## src/rtl/sprite_mover_if.sv

```systemverilog
// Pixel-stream bundle between the sync generator side and the sprite mover.
// The master drives the pixel coordinate and frame controls, and the slave
// returns the sprite hit/offset signals and the current position.
interface sprite_mover_if;
  logic [9:0] x;
  logic [9:0] y;
  logic       visible;
  logic       new_frame;
  logic       pause;
  logic       sprite_hit;
  logic [3:0] sprite_line;
  logic [3:0] sprite_col;
  logic       bounce;
  logic [9:0] pos_x;
  logic [9:0] pos_y;

  modport master (
    output x, y, visible, new_frame, pause,
    input  sprite_hit, sprite_line, sprite_col, bounce, pos_x, pos_y
  );

  modport slave (
    input  x, y, visible, new_frame, pause,
    output sprite_hit, sprite_line, sprite_col, bounce, pos_x, pos_y
  );
endinterface

```

## src/rtl/sprite_mover.sv

```systemverilog
// Sprite position tracker. The sprite moves once per frame, bounces off the
// screen edges, and gets a one-cycle-latency "inside sprite" flag with its
// 4-bit row/column offsets for the bitmap ROM.
module sprite_mover #(
  parameter int unsigned H_VISIBLE = 640,
  parameter int unsigned V_VISIBLE = 480,
  parameter int unsigned SPEED     = 1,
  parameter int unsigned INIT_X    = 100,
  parameter int unsigned INIT_Y    = 50
) (
  input logic           clk,
  input logic           reset_n,
  sprite_mover_if.slave bus
);

  // A movement step happens only on unpaused frame pulses.
  logic do_move;
  assign do_move = bus.new_frame && !bus.pause;

  // Index 0 is the X axis and index 1 is the Y axis. Both axes use the same
  // bounce logic, and each one has its own limit and starting value.
  for (genvar gi = 0; gi < 2; gi++) begin : g_axis
    localparam logic [10:0] MAX  = 11'((gi == 0) ? H_VISIBLE - 16 : V_VISIBLE - 16);
    localparam logic [10:0] STEP = 11'(SPEED);
    localparam logic [9:0]  INIT = 10'((gi == 0) ? INIT_X : INIT_Y);

    logic [9:0]  coord;
    logic [9:0]  pos_q, pos_d;
    logic        dir_q, dir_d;   // 1 = increasing
    logic        bounced;
    logic        in_axis;
    logic [3:0]  offs;
    logic [10:0] pos_ext;
    logic [10:0] coord_ext;
    logic [10:0] sum_ext;
    logic [10:0] diff_ext;

    assign coord     = (gi == 0) ? bus.x : bus.y;
    assign pos_ext   = {1'b0, pos_q};
    assign coord_ext = {1'b0, coord};
    assign sum_ext   = pos_ext + STEP;
    assign diff_ext  = pos_ext - STEP;

    // The span test is done at 11 bits so that pos+16 can never wrap.
    // Only the low bits of the offset are needed, so a 4-bit subtract is enough.
    assign in_axis = (coord_ext >= pos_ext) && (coord_ext < pos_ext + 11'd16);
    assign offs    = coord[3:0] - pos_q[3:0];

    // Next position/direction: step toward the current direction and clamp
    // to the edge, reversing direction when the edge is reached.
    always_comb begin
      pos_d   = pos_q;
      dir_d   = dir_q;
      bounced = 1'b0;
      if (do_move) begin
        if (dir_q) begin
          if (sum_ext >= MAX) begin
            pos_d   = MAX[9:0];
            dir_d   = 1'b0;
            bounced = 1'b1;
          end else begin
            pos_d = sum_ext[9:0];
          end
        end else begin
          if (pos_ext <= STEP) begin
            pos_d   = '0;
            dir_d   = 1'b1;
            bounced = 1'b1;
          end else begin
            pos_d = diff_ext[9:0];
          end
        end
      end
    end

    // Per-axis position and direction state.
    always_ff @(posedge clk or negedge reset_n) begin
      if (!reset_n) begin
        pos_q <= INIT;
        dir_q <= 1'b1;
      end else begin
        pos_q <= pos_d;
        dir_q <= dir_d;
      end
    end
  end

  // The hit test uses the pre-update position because pos_q changes only at the edge.
  logic       hit_c;
  logic       hit_q;
  logic [3:0] col_q;
  logic [3:0] line_q;
  logic       bounce_q;

  assign hit_c = bus.visible && g_axis[0].in_axis && g_axis[1].in_axis;

  // Register the hit flag and offsets (zeroed outside the sprite), and make a
  // single bounce pulse when either axis reflects, including a corner hit.
  always_ff @(posedge clk or negedge reset_n) begin
    if (!reset_n) begin
      hit_q    <= 1'b0;
      col_q    <= '0;
      line_q   <= '0;
      bounce_q <= 1'b0;
    end else begin
      hit_q    <= hit_c;
      col_q    <= hit_c ? g_axis[0].offs : 4'd0;
      line_q   <= hit_c ? g_axis[1].offs : 4'd0;
      bounce_q <= g_axis[0].bounced | g_axis[1].bounced;
    end
  end

  assign bus.sprite_hit  = hit_q;
  assign bus.sprite_col  = col_q;
  assign bus.sprite_line = line_q;
  assign bus.bounce      = bounce_q;
  assign bus.pos_x       = g_axis[0].pos_q;
  assign bus.pos_y       = g_axis[1].pos_q;

endmodule
```

## src/flat_wrapper.sv

```systemverilog
// flat-port wrapper written by rule: the top's interface ports become plain ports
module sprite_mover_flat 
#(
  parameter int unsigned H_VISIBLE = 640,
  parameter int unsigned V_VISIBLE = 480,
  parameter int unsigned SPEED     = 1,
  parameter int unsigned INIT_X    = 100,
  parameter int unsigned INIT_Y    = 50
)
  (clk, reset_n, bus_x, bus_y, bus_visible, bus_new_frame, bus_pause, bus_sprite_hit, bus_sprite_line, bus_sprite_col, bus_bounce, bus_pos_x, bus_pos_y);
  sprite_mover_if bus_i ();
  input logic clk;
  input logic reset_n;
  input wire logic [$bits(bus_i.x)-1:0] bus_x;
  input wire logic [$bits(bus_i.y)-1:0] bus_y;
  input wire logic [$bits(bus_i.visible)-1:0] bus_visible;
  input wire logic [$bits(bus_i.new_frame)-1:0] bus_new_frame;
  input wire logic [$bits(bus_i.pause)-1:0] bus_pause;
  output wire logic [$bits(bus_i.sprite_hit)-1:0] bus_sprite_hit;
  output wire logic [$bits(bus_i.sprite_line)-1:0] bus_sprite_line;
  output wire logic [$bits(bus_i.sprite_col)-1:0] bus_sprite_col;
  output wire logic [$bits(bus_i.bounce)-1:0] bus_bounce;
  output wire logic [$bits(bus_i.pos_x)-1:0] bus_pos_x;
  output wire logic [$bits(bus_i.pos_y)-1:0] bus_pos_y;
  assign bus_i.x = bus_x;
  assign bus_i.y = bus_y;
  assign bus_i.visible = bus_visible;
  assign bus_i.new_frame = bus_new_frame;
  assign bus_i.pause = bus_pause;
  assign bus_sprite_hit = bus_i.sprite_hit;
  assign bus_sprite_line = bus_i.sprite_line;
  assign bus_sprite_col = bus_i.sprite_col;
  assign bus_bounce = bus_i.bounce;
  assign bus_pos_x = bus_i.pos_x;
  assign bus_pos_y = bus_i.pos_y;
  sprite_mover #(.H_VISIBLE(H_VISIBLE), .V_VISIBLE(V_VISIBLE), .SPEED(SPEED), .INIT_X(INIT_X), .INIT_Y(INIT_Y)) u_core (.clk(clk), .reset_n(reset_n), .bus(bus_i));
endmodule
```

## config.mk

```make
export PLATFORM = sky130hd
export DESIGN_NAME = sprite_mover_flat
export DESIGN_NICKNAME = d
export VERILOG_FILES = /design/src/rtl/sprite_mover_if.sv /design/src/rtl/sprite_mover.sv /design/src/flat_wrapper.sv
export SDC_FILE = /design/constraint.sdc
export NUM_CORES = 1
export LEC_CHECK = 0
export CAP_MARGIN = 20
export CORE_MARGIN = 1.5
export CORE_UTILIZATION = 55
export CTS_CLUSTER_SIZE = 20
export DETAILED_ROUTE_END_ITERATION = 10
export PLACE_DENSITY = 0.82
export SLEW_MARGIN = 20
export SYNTH_ARGS = -nofsm -noshare
export SYNTH_HDL_FRONTEND = slang
export SYNTH_SLANG_ARGS = --single-unit
export TNS_END_PERCENT = 30
```

## constraint.sdc

```tcl
create_clock -name clk -period 3.3 [get_ports clk]
set_input_delay 0.495 -clock clk [delete_from_list [all_inputs] [get_ports clk]]
set_output_delay 0.495 -clock clk [all_outputs]
set_load 0.02 [all_outputs]
```

==> qor.txt, run 1 <==
Clk pin slew, worst setup/hold paths -> 70 ps
TritonCTS clock tree -> built
Max rail drop VDD -> 0.524 mV
Power Internal -> 0.00166 W
Final non-filler cell total -> 555
Slew @ Worst Pin -> 581 ps
Count of nets after finishing -> 548
Via Count -> 3592
Sequential cell area fraction in the yosys report -> 0.236
Top post-synthesis cells by area -> dfrtp_1, ha_1, dfstp_2
Crit. End Element -> register
Dpl cell area -> 4040 um2
Critical path, cell by cell -> ha_1, and3_1, xnor2_1, ha_1, a21o_1, a21oi_1, a31oi_1, a2111oi_1, o211ai_1, buf_4, nor3_1
Distinct cell type count after synthesis -> 60
Dpl cells -> 546
Mean Syn Cell Area -> 7.97 um2
Mapped Cells -> 431
Max_cap viols -> 0
Clock skew -> 7.54 ps
P&R area growth vs syn -> 20.2%
Syn Nets -> 500
Total wire length -> 9360 um
Worst slew margin -> 0.609
DR pass1 iterations -> 5
Initial Util -> 0.574
Number of routed nets with antenna violations -> 0
Design Area, Final -> 4130 um2
Row count -> 28
Setup violators final -> 0
Total GRT Usage -> 0.286
Fmax -> 0.325 GHz
Yosys top cell by area -> dfrtp_1
Drt drc -> 0
Die W -> 82.1 um
Bufs on Longest Clock Path -> 2
Initial DRC count -> 358
Static leakage -> 1.74 nW
Fin. max-slew vios -> 0
Layout cell share with drive strength beyond 1 -> 0.0792
Crit path max fanout -> 9
Startpoint types -> register
Dpl hpwl -> 6990 um
Unrepaired setup endpoints after global routing -> no
Status -> completed
I/O Pins -> 55
H-tree depth -> 2
Final Hold Vio Count -> 0
PD cells -> 826 nW/um2
Net Sw Power -> 0.00175 W
N_diodes -> 0
GPL Wtd Cong -> 0.945
Synth Flop Type -> dfrtp_1
WL/cell -> 16.9 um
Initial antenna violation count -> 0
Yosys top cell area share -> 0.175
Reg power frac -> 0.257
Hold Crit Class -> reg2reg
Min cycle time layout -> 3080 ps
Number of synthesized flops with an enable pin -> 0
Grt ovf -> 0
Total CTS buffers -> 5
Clk_lat worst skew -> 290 ps
Root Buffer -> clkbuf_8
Power share of the clock group -> 0.087
Most numerous cell in the Yosys netlist -> ha_1
Asr flop ratio synth -> 1.00
CP max stage delay -> 610 ps
Mapped Area -> 3440 um2
Synth Register Bits -> 32
Vias per std cell -> 6.47
WP data required -> 3500 ps
Die span in y -> 82.1 um
Switch share -> 0.512
Setup TNS -> 0 ps
Crit path arrival time -> 3280 ps
Top cells by count, synth -> ha_1, o21ai_0, inv_1
Fin crit share -> 0.933
Core area -> 5990 um2
Pre-CTS setup slack -> 163 ps
Final setup slack of the worst path -> 221 ps
Die ar. -> 6730 um2
Vias in the first global route -> 3072
Clock sink total -> 32
Hold_buf cts -> 0
First-pass GRT wire length -> 14800 um
Combinational share of power -> 0.656
Crit path max-delay cell type -> dfstp_2
IO Port Bufs -> 54
Setup CP Type -> reg2reg
Yosys warnings -> 0
Largest net degree at the start of global routing -> 33
Worst path most repeated cell -> ha_1
==> power by group through the flow <==
| stage | combinational, W | sequential [W] | clock, W |
|---|---|---|---|
| final | 0.00224 | 0.000876 | 0.000296 |
| after global routing | 0.00249 | 0.000900 | 0.000321 |
| after CTS | 0.00221 | 0.000863 | 0.000298 |
| after detailed placement | 0.00220 | 0.000870 | 0 |
| after global placement | 0.00217 | 0.000858 | 0 |
| after floorplan | 0.00153 | 0.000803 | 0 |
==> layout make-up <==
type	instances	area [um2]
Multi-Input combinational cell	339	2370
Sequential cell	32	811
Tap cell	75	93.8
Clock inverter	1	5.00
Timing Repair Buffer	68	646
Inverter	33	124
Clock buffer	7	76.3
Fill cell	490	1860
==> worst max-delay path: cells and delay by family, from the launching register on <==
family	cells	cell delay, ps
AO/OA/AOI/OAI	5	1030
XOR/XNOR	1	160
adder cells (fa/ha/maj)	2	540
buffers and inverters	1	230
flip-flops	1	610
AND/OR/NAND/NOR	2	420
==> stage by stage <==
step | hold WS, ps | total power, W | util
finish | 576 | 0.00341 | 0.689
detailed placement | 559 | 0.00307 | 0.674
global route | 589 | 0.00371 | 0.689
floorplan | 199 | 0.00233 | -
CTS | 572 | 0.00337 | 0.688
global placement | 545 | 0.00303 | 0.674
==> kinds of logic after synthesis <==
group                      Yosys count  synth area share
AOI/OAI and AO/OA                  136             0.260
xor gates and xnor gates            16            0.0408
adders and majority gates           44             0.165
buffers and inverters               60            0.0735
DFF                                 32             0.236
muxes                                5            0.0149
and+or+nand+nor                    138             0.210
==> registers in the layout, indices dropped and copies added (netlist names) <==
name,count
u_core.bus.sprite_hit,1
u_core.bus.pos_x,10
u_core.bus.pos_y,10
u_core.bus.sprite_col,4
u_core.bus.bounce,1
u_core.g_axis.dir_q,2
u_core.bus.sprite_line,4
==> layer usage <==
layer,vias up,wire length (um),GRT usage
met5,-,0,0
met1,1668,4160,0.388
li1,1712,-,-
met4,0,174,0.0729
met2,188,4280,0.475
met3,24,745,0.0444
==> final timing paths <==
check	slack, ps	cells past startpoint	startpoint	endpoint
max	220	11	u_core.bus.pos_x[5]	u_core.bus.sprite_col[1]
min reg2reg	580	2	u_core.bus.pos_y[5]	u_core.bus.pos_y[5]
min in group asynchronous	610	2	reset_n	u_core.bus.pos_y[9]
max reg2reg	220	11	u_core.bus.pos_x[5]	u_core.bus.sprite_col[1]
max in group asynchronous	2330	2	reset_n	u_core.bus.pos_y[1]
min	580	2	u_core.bus.pos_y[5]	u_core.bus.pos_y[5]
==> timing repair <==
action | 4_1_cts | 5_1_grt
setup buffers | 0 | 1
endpoints found under the hold margin | 0 | 0
endpoints found under the setup margin | 0 | 5
resized for setup | 0 | 1
==> layout by cell type, fill, tap and decap left out, types with 3 or more instances in the layout <==
| cell | n |
|---|---|
| nor3_1 | 16 |
| nand4_1 | 11 |
| o21a_1 | 4 |
| or2_2 | 4 |
| nand3_1 | 25 |
| nand2_1 | 27 |
| xnor2_1 | 16 |
| a21o_1 | 6 |
| a21oi_1 | 30 |
| a21boi_0 | 3 |
| nor4_1 | 12 |
| dfstp_2 | 8 |
| clkdlybuf4s50_1 | 54 |
| and3_1 | 4 |
| a41oi_1 | 3 |
| inv_1 | 33 |
| or4_1 | 3 |
| o211ai_1 | 6 |
| a2111oi_0 | 3 |
| mux2i_1 | 4 |
| dfrtp_1 | 24 |
| a31oi_1 | 11 |
| nor2b_1 | 5 |
| o311ai_0 | 4 |
| ha_1 | 42 |
| buf_4 | 14 |
| o21ai_0 | 38 |
| nor2_1 | 21 |
| clkbuf_8 | 5 |
No activity file was read; power rests on OpenSTA's default activity.
==> inputs of run 2 (changes only) <==
- GPL_TIMING_DRIVEN: unset -> 0
==> qor.txt, run 2 (synthesized netlist as in run 1, its figures left out) <==
Reg area -> 811 um2
Clock sink total -> 32
Worst slew margin -> 0.323
Final Core Density -> 0.706
Worst reg2reg path depth -> 11
Clk_lat worst skew -> 280 ps
Critical path, cell by cell -> ha_4, and3_1, xnor2_1, ha_1, a21o_1, a21oi_1, a31oi_1, a2111oi_2, o211ai_1, buf_4, nor4_1
Hold_buf cts -> 0
Min cycle time layout -> 3020 ps
Vias in the first global route -> 3485
Setup TNS -> 0 ps
Pre-CTS setup slack -> -371 ps
Crit path max fanout -> 9
Vias per std cell -> 6.44
Most frequent cells in the layout -> clkdlybuf4s50_1, ha_1, o21ai_0
WP data required -> 3460 ps
N_diodes -> 0
Fin. max-slew vios -> 0
Total GRT Usage -> 0.329
Grt ovf -> 0
DR pass1 iterations -> 5
Crit. End Element -> register
H-tree depth -> 2
Layout cell share with drive strength beyond 1 -> 0.0968
Core area -> 5990 um2
Die W -> 82.1 um
Via Count -> 3676
Final Hold Vio Count -> 0
Number of routed nets with antenna violations -> 0
Dpl cell area -> 4090 um2
TritonCTS clock tree -> built
Largest net degree at the start of global routing -> 33
Crit path max-delay cell type -> dfstp_2
Max rail drop VDD -> 0.497 mV
WL/cell -> 18.7 um
Most common cell after layout, fill and taps aside -> clkdlybuf4s50_1
Root Buffer -> clkbuf_8
P&R area growth vs syn -> 23.0%
Crit path arrival time -> 3190 ps
Static leakage -> 1.78 nW
Unrepaired setup endpoints after global routing -> no
Count of nets after finishing -> 564
Status -> completed
Startpoint types -> register
Row count -> 28
Fmax -> 0.331 GHz
CP max stage delay -> 650 ps
Final setup slack of the worst path -> 275 ps
Initial Util -> 0.574
Die span in y -> 82.1 um
Clk pin slew, worst setup/hold paths -> 80 ps
Slew @ Worst Pin -> 1010 ps
Dpl hpwl -> 8160 um
First-pass GRT wire length -> 16800 um
PD cells -> 832 nW/um2
Hold Crit Class -> in2async
Total CTS buffers -> 5
Clock skew -> 6.41 ps
Initial antenna violation count -> 0
Setup CP Type -> reg2reg
Setup violators final -> 0
IO Port Bufs -> 54
Fillers -> 469
Drt drc -> 0
Hold slack -> 170 ps
GPL Wtd Cong -> 0.955
Design Area, Final -> 4230 um2
Fin crit share -> 0.917
Initial DRC count -> 259
I/O Pins -> 55
Bufs on Longest Clock Path -> 2
Die ar. -> 6730 um2
Multi-input logic area -> 2400 um2
Max_cap viols -> 0
Total wire length -> 10700 um
[run 2: worst paths after layout]
path                                        endpoint  slack (ps)                start
max                        u_core.bus.sprite_line[2]         280  u_core.bus.pos_x[5]
min                              u_core.bus.pos_x[4]         170              reset_n
max reg2reg                u_core.bus.sprite_line[2]         280  u_core.bus.pos_x[5]
min reg2reg                      u_core.bus.pos_y[8]         660  u_core.bus.pos_y[8]
max in group asynchronous        u_core.bus.pos_x[6]        2880              reset_n
min in group clk                 u_core.bus.pos_y[8]         660  u_core.bus.pos_y[8]
[run 2: report_power, final]
| group | internal [W] | switching [W] |
|---|---|---|
| sequential | 0.000544 | 0.000164 |
| combinational | 0.000978 | 0.00150 |
| clock | 0.000169 | 0.000160 |
[run 2: what timing repair did]
item                                    CTS  global route
resized for setup                         2             7
pin swaps                                 1             1
endpoints found under the setup margin    9             9
setup buffers                             2             0
[run 2: critical path, delay by kind of cell, from the launching register on]
| kind | cells | cell delay, ps |
|---|---|---|
| buf+inv | 1 | 180 |
| compound gates | 5 | 840 |
| fa+ha+maj | 2 | 490 |
| simple gates | 2 | 550 |
| flops | 1 | 650 |
| xor+xnor | 1 | 180 |
[run 2: layout make-up]
| class | instances | area share |
|---|---|---|
| Tap cell | 75 | 0.0222 |
| Multi-Input combinational cell | 339 | 0.567 |
| Timing Repair Buffer | 57 | 0.135 |
| Clock buffer | 6 | 0.0195 |
| Buffer | 27 | 0.0311 |
| Clock inverter | 2 | 0.00355 |
| Sequential cell | 32 | 0.192 |
| Inverter | 33 | 0.0293 |
[run 2: layer usage]
metal,share of wire,wire (um),global-route usage
met1,0.43,4580,0.419
met2,0.47,5040,0.546
met3,0.071,753,0.0556
met4,0.029,305,0.144
met5,0,0,0
[run 2: through the flow]
stage                     instances  total power (W)
after floorplan                 431          0.00233
after global placement          560          0.00305
after detailed placement        561          0.00310
after CTS                       571          0.00346
after global routing            571          0.00381
final                           571          0.00352
==> inputs of run 3 (changes only) <==
- CTS_CLUSTER_SIZE: 20 -> unset
==> results of run 3 <==
Final layout, timing and power as in run 2 (identical DEF).
